## src/rtl/mem_ctrl.sv

```systemverilog
// mem_ctrl: byte-wide RAM controller arbitrating IF/MEM requests; MEM_CTRL_PREFETCH_EN adds a one-word fetch buffer
module mem_ctrl #(
  parameter int ADDR_W = 17
) (
  input  logic              clk,
  input  logic              rst,
  input  logic              if_req,
  input  logic [31:0]       if_addr,
  output logic [31:0]       if_data,
  output logic              if_done,
  input  logic              mem_req,
  input  logic              mem_we,
  input  logic [2:0]        mem_st,
  input  logic [31:0]       mem_addr,
  input  logic [31:0]       mem_wdata,
  output logic [31:0]       mem_rdata,
  output logic              mem_done,
  output logic              stl_mm,
  output logic [ADDR_W-1:0] ram_a,
  output logic [7:0]        ram_dout,
  output logic              ram_we,
  input  logic [7:0]        ram_din
);
  typedef enum logic [2:0] {IDLE, IF_RD, MEM_RD, MEM_WR, DONE} state_t;
  state_t r_state, w_state;
  logic [2:0] r_cnt, w_cnt, r_len, w_len;
  logic r_uns, w_uns;
  logic [ADDR_W-1:0] r_base, w_base, r_ram_a, w_ram_a, w_off;
  logic [31:0] r_buf, w_buf, w_asm, w_ext;
  logic [31:0] r_if_data, w_if_data, r_mem_rdata, w_mem_rdata;
  logic [7:0] r_ram_dout, w_dout;
  logic r_ram_we, w_we, r_if_done, w_if_done, r_mem_done, w_mem_done;
  logic [1:0] w_idx;
  logic w_abort;
  logic w_unused;
`ifdef MEM_CTRL_PREFETCH_EN
  logic r_pf, w_pf, r_pv, w_pv, r_ppend, w_ppend;
  logic [ADDR_W-1:0] r_ptag, w_ptag, r_pnxt, w_pnxt;
  logic [31:0] r_pbuf, w_pbuf;
  assign w_abort = r_pf ? mem_req : ~if_req;
`else
  assign w_abort = ~if_req;
`endif
  assign w_unused = ^{if_addr[31:ADDR_W], mem_addr[31:ADDR_W]};
  assign w_off = r_base + ADDR_W'(r_cnt + 3'd1);
  assign w_idx = r_cnt[1:0] - 2'd1;
  assign stl_mm = mem_req & ~r_mem_done;
  assign ram_a = r_ram_a;
  assign ram_dout = r_ram_dout;
  assign ram_we = r_ram_we;
  assign if_data = r_if_data;
  assign if_done = r_if_done;
  assign mem_rdata = r_mem_rdata;
  assign mem_done = r_mem_done;
  // next-state, RAM port drive and read-byte assembly
  always_comb begin
    w_state = r_state;
    w_cnt = r_cnt + 3'd1;
    w_len = r_len;
    w_uns = r_uns;
    w_base = r_base;
    w_buf = r_buf;
    w_ram_a = r_ram_a;
    w_dout = r_ram_dout;
    w_we = 1'b0;
    w_if_done = 1'b0;
    w_mem_done = 1'b0;
    w_if_data = r_if_data;
    w_mem_rdata = r_mem_rdata;
    w_asm = r_buf;
    w_asm[8*w_idx +: 8] = ram_din;
    w_ext = r_len == 3'd1 ? {{24{~r_uns & w_asm[7]}}, w_asm[7:0]} :
            r_len == 3'd2 ? {{16{~r_uns & w_asm[15]}}, w_asm[15:0]} : w_asm;
`ifdef MEM_CTRL_PREFETCH_EN
    w_pf = r_pf;
    w_pv = r_pv;
    w_ppend = r_ppend;
    w_ptag = r_ptag;
    w_pnxt = r_pnxt;
    w_pbuf = r_pbuf;
`endif
    case (r_state)
      IDLE: begin
        w_cnt = 3'd0;
        if (mem_req) begin
          w_base = mem_addr[ADDR_W-1:0];
          w_ram_a = mem_addr[ADDR_W-1:0];
          w_len = mem_st[1:0] == 2'b00 ? 3'd1 : mem_st[1:0] == 2'b01 ? 3'd2 : 3'd4;
          w_uns = mem_st[2];
          w_buf = mem_wdata;
          w_dout = mem_wdata[7:0];
          w_we = mem_we;
          w_state = mem_we ? MEM_WR : MEM_RD;
`ifdef MEM_CTRL_PREFETCH_EN
          w_ppend = 1'b0;
          w_pv = r_pv & ~mem_we;
`endif
        end else if (if_req) begin
          w_base = if_addr[ADDR_W-1:0];
          w_ram_a = if_addr[ADDR_W-1:0];
          w_len = 3'd4;
          w_state = IF_RD;
`ifdef MEM_CTRL_PREFETCH_EN
          w_pf = 1'b0;
          if (r_pv && r_ptag == if_addr[ADDR_W-1:0]) begin
            w_state = DONE;
            w_if_done = 1'b1;
            w_if_data = r_pbuf;
            w_ppend = 1'b1;
            w_pnxt = if_addr[ADDR_W-1:0] + ADDR_W'(4);
          end
`endif
        end
`ifdef MEM_CTRL_PREFETCH_EN
        else if (r_ppend) begin
          w_pf = 1'b1;
          w_ppend = 1'b0;
          w_base = r_pnxt;
          w_ram_a = r_pnxt;
          w_len = 3'd4;
          w_state = IF_RD;
        end
`endif
      end
      IF_RD, MEM_RD: begin
        w_buf = w_asm;
        w_ram_a = w_off;
        if (r_state == IF_RD && w_abort) begin
          w_state = IDLE;
`ifdef MEM_CTRL_PREFETCH_EN
          w_pv = r_pv & ~r_pf;
`endif
        end else if (r_cnt == r_len) begin
          w_state = DONE;
          if (r_state == MEM_RD) begin
            w_mem_done = 1'b1;
            w_mem_rdata = w_ext;
          end else begin
            w_if_done = 1'b1;
            w_if_data = w_asm;
`ifdef MEM_CTRL_PREFETCH_EN
            w_ppend = 1'b1;
            w_pnxt = r_base + ADDR_W'(4);
            if (r_pf) begin
              w_state = IDLE;
              w_if_done = 1'b0;
              w_if_data = r_if_data;
              w_ppend = 1'b0;
              w_pv = 1'b1;
              w_ptag = r_base;
              w_pbuf = w_asm;
            end
`endif
          end
        end
      end
      MEM_WR: begin
        w_buf = {8'h00, r_buf[31:8]};
        w_dout = r_buf[15:8];
        w_ram_a = w_off;
        if (r_cnt + 3'd1 == r_len) begin
          w_state = DONE;
          w_mem_done = 1'b1;
        end else w_we = 1'b1;
      end
      default: w_state = IDLE;
    endcase
  end
  // state and registered outputs
  always_ff @(posedge clk) begin
    if (rst) begin
      r_state <= IDLE;
      r_cnt <= '0;
      r_len <= '0;
      r_uns <= 1'b0;
      r_base <= '0;
      r_buf <= '0;
      r_ram_a <= '0;
      r_ram_dout <= '0;
      r_ram_we <= 1'b0;
      r_if_done <= 1'b0;
      r_mem_done <= 1'b0;
      r_if_data <= '0;
      r_mem_rdata <= '0;
    end else begin
      r_state <= w_state;
      r_cnt <= w_cnt;
      r_len <= w_len;
      r_uns <= w_uns;
      r_base <= w_base;
      r_buf <= w_buf;
      r_ram_a <= w_ram_a;
      r_ram_dout <= w_dout;
      r_ram_we <= w_we;
      r_if_done <= w_if_done;
      r_mem_done <= w_mem_done;
      r_if_data <= w_if_data;
      r_mem_rdata <= w_mem_rdata;
    end
  end
`ifdef MEM_CTRL_PREFETCH_EN
  // fetch buffer and prefetch bookkeeping
  always_ff @(posedge clk) begin
    if (rst) begin
      r_pf <= 1'b0;
      r_pv <= 1'b0;
      r_ppend <= 1'b0;
      r_ptag <= '0;
      r_pnxt <= '0;
      r_pbuf <= '0;
    end else begin
      r_pf <= w_pf;
      r_pv <= w_pv;
      r_ppend <= w_ppend;
      r_ptag <= w_ptag;
      r_pnxt <= w_pnxt;
      r_pbuf <= w_pbuf;
    end
  end
`endif
endmodule

```

## config.mk

```make
export PLATFORM = sky130hd
export DESIGN_NAME = mem_ctrl
export DESIGN_NICKNAME = d
export VERILOG_FILES = /design/src/rtl/mem_ctrl.sv
export SDC_FILE = /design/constraint.sdc
export NUM_CORES = 1
export LEC_CHECK = 0
export ABC_AREA = 1
export CELL_PAD_IN_SITES_DETAIL_PLACEMENT = 1
export CELL_PAD_IN_SITES_GLOBAL_PLACEMENT = 1
export CORE_MARGIN = 2
export CORE_UTILIZATION = 37
export DETAILED_ROUTE_END_ITERATION = 12
export PLACE_DENSITY_LB_ADDON = 0.1
export SLEW_MARGIN = 40
export SYNTH_ARGS = -nofsm -noshare
export SYNTH_HDL_FRONTEND = slang
export SYNTH_SLANG_ARGS = --single-unit
```

## constraint.sdc

```tcl
create_clock -name clk -period 4.2 [get_ports clk]
set_input_delay 0.84 -clock clk [delete_from_list [all_inputs] [get_ports clk]]
set_output_delay 0.84 -clock clk [all_outputs]
set_load 0.01 [all_outputs]
```

* After elaboration in Yosys (flattened, before gate mapping) *
Index checks and enable logic that the tools add are counted.

operators by class
  eq/ne operators = 12
  mux-type cells = 30
  shifts and indexed selects = 2
  add/subtract/negate cells = 5
  reductions and logical operators = 19
  bitwise logic cells = 10

operators by type and width
  kind                                                   number
  two-way mux 32 bit                                     3
  case mux 32 bit (3 select lines)                       1
  two-way mux 17 bit                                     2
  negation 5 -> 34 bit                                   1
  case mux 17 bit (2 select lines)                       1
  variable shift 8 x 34 -> 32 bit, first input constant  1
  variable part select 8 x 34 -> 32 bit                  1
  bitwise mux 32 bit                                     1
  two-way mux 3 bit                                      9
  adder 17 x 4 -> 17 bit                                 1
  case mux 8 bit (2 select lines)                        1
  AND reduction 2 bit                                    5
  equality test 3 x 2 -> 1 bit, second input constant    3
  case mux 3 bit (3 select lines)                        1
  two-way mux 1 bit                                      8
  two-way mux 8 bit                                      1
  AND reduction 4 bit                                    2
  inverter 1 bit                                         7
  equality test 3 x 1 -> 1 bit, second input constant    2
  equality test 3 bit                                    2
  inequality test 3 bit, second input constant           2
  nonzero test 2 bit                                     3
  adder 3 x 1 -> 4 bit, second input constant            1
  inequality test 2 bit, second input constant           2
  other kinds (13)                                       17

storage, ports and cells
  register bits after elaboration = 151
  output and inout bits = 93

* Logic depth before layout (Yosys ltp) *
  word-level depth = 7
  gate-level depth with buffers = 13
  depth with buffers taken out = 12

* Least setup slack after synthesis *
Ideal clock, no wire load.

  path type = in2out
  start point = in mem_req
  end point = out stl_mm
  buffers on the path = 3
  arrival time = 1.540 ns
  stages on the path = 5
  slack = 1.820 ns
  path through = buf_2 -> inv_2 -> buf_2 -> buf_2 -> nor2_1

between the ends
  word-level cells in the longest chain between the ends = 1

ends and longest elaborated chain
  element             line  RTL
  start: declaration  11    input logic mem_req,
  AND 1 bit           47    assign stl_mm = mem_req & ~r_mem_done;
  end: declaration    18    output logic stl_mm,

Every way passes these cells.

* Worst setup path in the final report *
Same ends and word-level chain as after synthesis.

==> results.json <==
{
  "synthDistinctLibCells": 39,
  "via_count": 8064,
  "skew_ps": 15.24,
  "area_delta_synth_final_pct": 31.45,
  "p_sw_mw": 2.712,
  "final-instance-count-excl-fill": 1554,
  "fp.dieH_um": 148.1,
  "fill_cells": 2602,
  "dp_hpwl_um": 19130,
  "async_flop_share": 0,
  "ys_ff_latch": 151,
  "grt_pass1_wl_um": 43520,
  "wl_um": 27520,
  "grt_pass1_vias": 7974,
  "grt_usage": 0.2520,
  "drcViolationCount": 0,
  "switching_share": 0.4344,
  "grt_setup_unrepaired": "false",
  "gp_congestion": 0.8797,
  "hold_violations": 0,
  "syn_nets": 1252,
  "dr.pass1.iters": 5,
  "max-clock-path-buffers": 2,
  "start_util": 0.3783,
  "syn_area_um2": 7679,
  "clk_pin_slew_ps": 70,
  "postRouteAntennaNets": 0,
  "diodes": 0,
  "startpoint_type": "input port",
  "initialDrtViolationCount": 528,
  "clock-sinks": 151,
  "h-tree-depth": 4,
  "fin_nets": 1393,
  "critPathKind": "input port to output pin",
  "setup_viol": 0,
  "worstPathRequired_ps": 3360,
  "cts_root_buffer": "clkbuf_16",
  "clk_latency_ps": 430,
  "pin_count": 205,
  "whs_ps": 464.2,
  "drv_slew": 0,
  "cts_hold_buf": 0,
  "power_density_nw_per_um2": 618.5,
  "cts_tree": "done",
  "grt_max_degree": 96,
  "slew_headroom": 0.4667,
  "cap_violations": 0,
  "setup_tns_ps": 0,
  "ctsResizeCount": 0,
  "seq_area_frac_synth": 0.3937,
  "power.internal_mw": 3.531,
  "fp-row-count": 52,
  "fmax_mhz": 303.6,
  "cts_made_buffers": 17,
  "wl_per_cell_um": 17.71,
  "synthFlopType": "dfxtp_1",
  "p_leak_nw": 4.241,
  "finalCriticalPeriod_ps": 3294,
  "synth_edf_count": 0,
  "placed_cells": 1522,
  "coreArea_um2": 20300,
  "outcome": "complete, no violations",
  "post-route-period-util": 0.7843,
  "arrival_ps": 2450,
  "pwr-share-clk": 0.232,
  "vias_per_cell": 5.189,
  "overflow": 0,
  "end_kind": "output pin",
  "final-seq-area_um2": 3023,
  "p_comb_frac": 0.440,
  "seq_power_share": 0.328,
  "fp.dieW_um": 148.1,
  "path_max_fanout": 21,
  "post_cts_buffers": 0,
  "worstHoldPathType": "register to register",
  "syn_inst": 1130,
  "worst_pin_slew_ps": 797.1,
  "layout-drive-gt1-share": 0.07710,
  "avgSynthCellArea_um2": 6.795,
  "grt_antenna_before_repair": 0,
  "multi_input_area_um2": 3850,
  "portBuffers": 174,
  "utilization": 0.4972,
  "yosysWarnings": 0,
  "dieArea_um2": 21920,
  "irDropWorstVdd_uv": 298.6
}
layout by cell type, fill, tap and decap left out, types with 20 or more instances in the layout:
cell             instances
nand2_1                316
o22ai_1                 23
clkdlybuf4s50_1        173
nor2_1                  58
a21oi_2                 20
dfxtp_1                151
o21ai_1                 24
o21ai_0                 92
a21oi_1                 83
inv_1                  113
nand3_1                 80
critical path, cell delays in order:
cell and delay, ps:
clkdlybuf4s50_1 450, buf_4 240, inv_2 220, nor2_1 140, clkdlybuf4s50_1 550
per-stage QoR:
stage                     setup slack, ps  power [mW]  cell area [um2]
final                               905.8       6.243            10090
after global routing                781.9       6.668            10090
after CTS                           884.9       6.264            10090
after detailed placement            705.7       4.792             9549
after global placement              741.3       4.726             9515
after floorplan                      1820       3.796             7679
flip-flops by register name (all words and copies together), names as in the netlist:
signal and count:
if_data 32, mem_rdata 32, r_buf 32, r_base 17, ram_a 17, ram_dout 8
r_cnt 3, r_len 3, r_state 3, if_done 1, mem_done 1, r_uns 1
ram_we 1
final cells by class:
cell class | count | share of cell area
clock buffers | 18 | 0.04252
clock inverters | 14 | 0.01140
inverters | 127 | 0.04735
multi-input cells | 786 | 0.3814
flip-flops and latches | 151 | 0.2995
well taps | 270 | 0.03347
repair buffers | 188 | 0.1843
cells in the mapped netlist, types with 8 or more instances:
cell type  count  area share
nand2_1      316        0.15
dfxtp_1      151        0.39
inv_1        114       0.056
o21ai_0       92       0.060
a21oi_1       83       0.054
nand3_1       80       0.052
nor2_1        59       0.029
buf_2         31       0.020
o21ai_1       25       0.016
o22ai_1       23       0.019
clkbuf_1      22       0.011
a21oi_2       20       0.023
nand4_1       15       0.012
inv_2         13      0.0064
a31oi_1       12      0.0098
ha_1           9       0.015
a22oi_1        8      0.0078
o21bai_1       8      0.0078
routing by layer:
layer	vias to the layer above	part of all wire	GRT usage
met1	3843	0.48	0.3588
met4	0	0.0089	0.05667
met5	-	0	0
li1	3959	-	-
met3	20	0.049	0.03006
met2	242	0.46	0.4109
cell families (layout without fill, tap and decap cells):
kind of cell	count (synthesis)	in the layout	share of synthesized area
buffers and inverters	193	347	0.1058
and+or+nand+nor	492	492	0.2690
adders and majority gates	10	10	0.01727
DFF	151	151	0.3937
AOI/OAI and AO/OA	277	277	0.2053
xor gates and xnor gates	7	7	0.008963
worst paths after layout:
path                                start                          to  slack [ps]  cells after the start
setup / recovery                  mem_req                      stl_mm         910                      5
hold reg to reg   if_data[0]$_SDFFE_PP0P_     if_data[0]$_SDFFE_PP0P_         460                      2
hold / removal    if_data[0]$_SDFFE_PP0P_     if_data[0]$_SDFFE_PP0P_         460                      2
setup reg to reg      r_cnt[0]$_SDFF_PP0_  mem_rdata[31]$_SDFFE_PP0P_        1380                      9
power by group through the flow:
stage	registers (mW)	logic, mW	clock network (mW)
after global placement	2.06	2.67	0
after floorplan	2.08	1.72	0
final	2.05	2.75	1.45
after CTS	2.04	2.75	1.47
after global routing	2.09	3.04	1.54
after detailed placement	2.07	2.72	0
(Power assumes the default switching activity.)
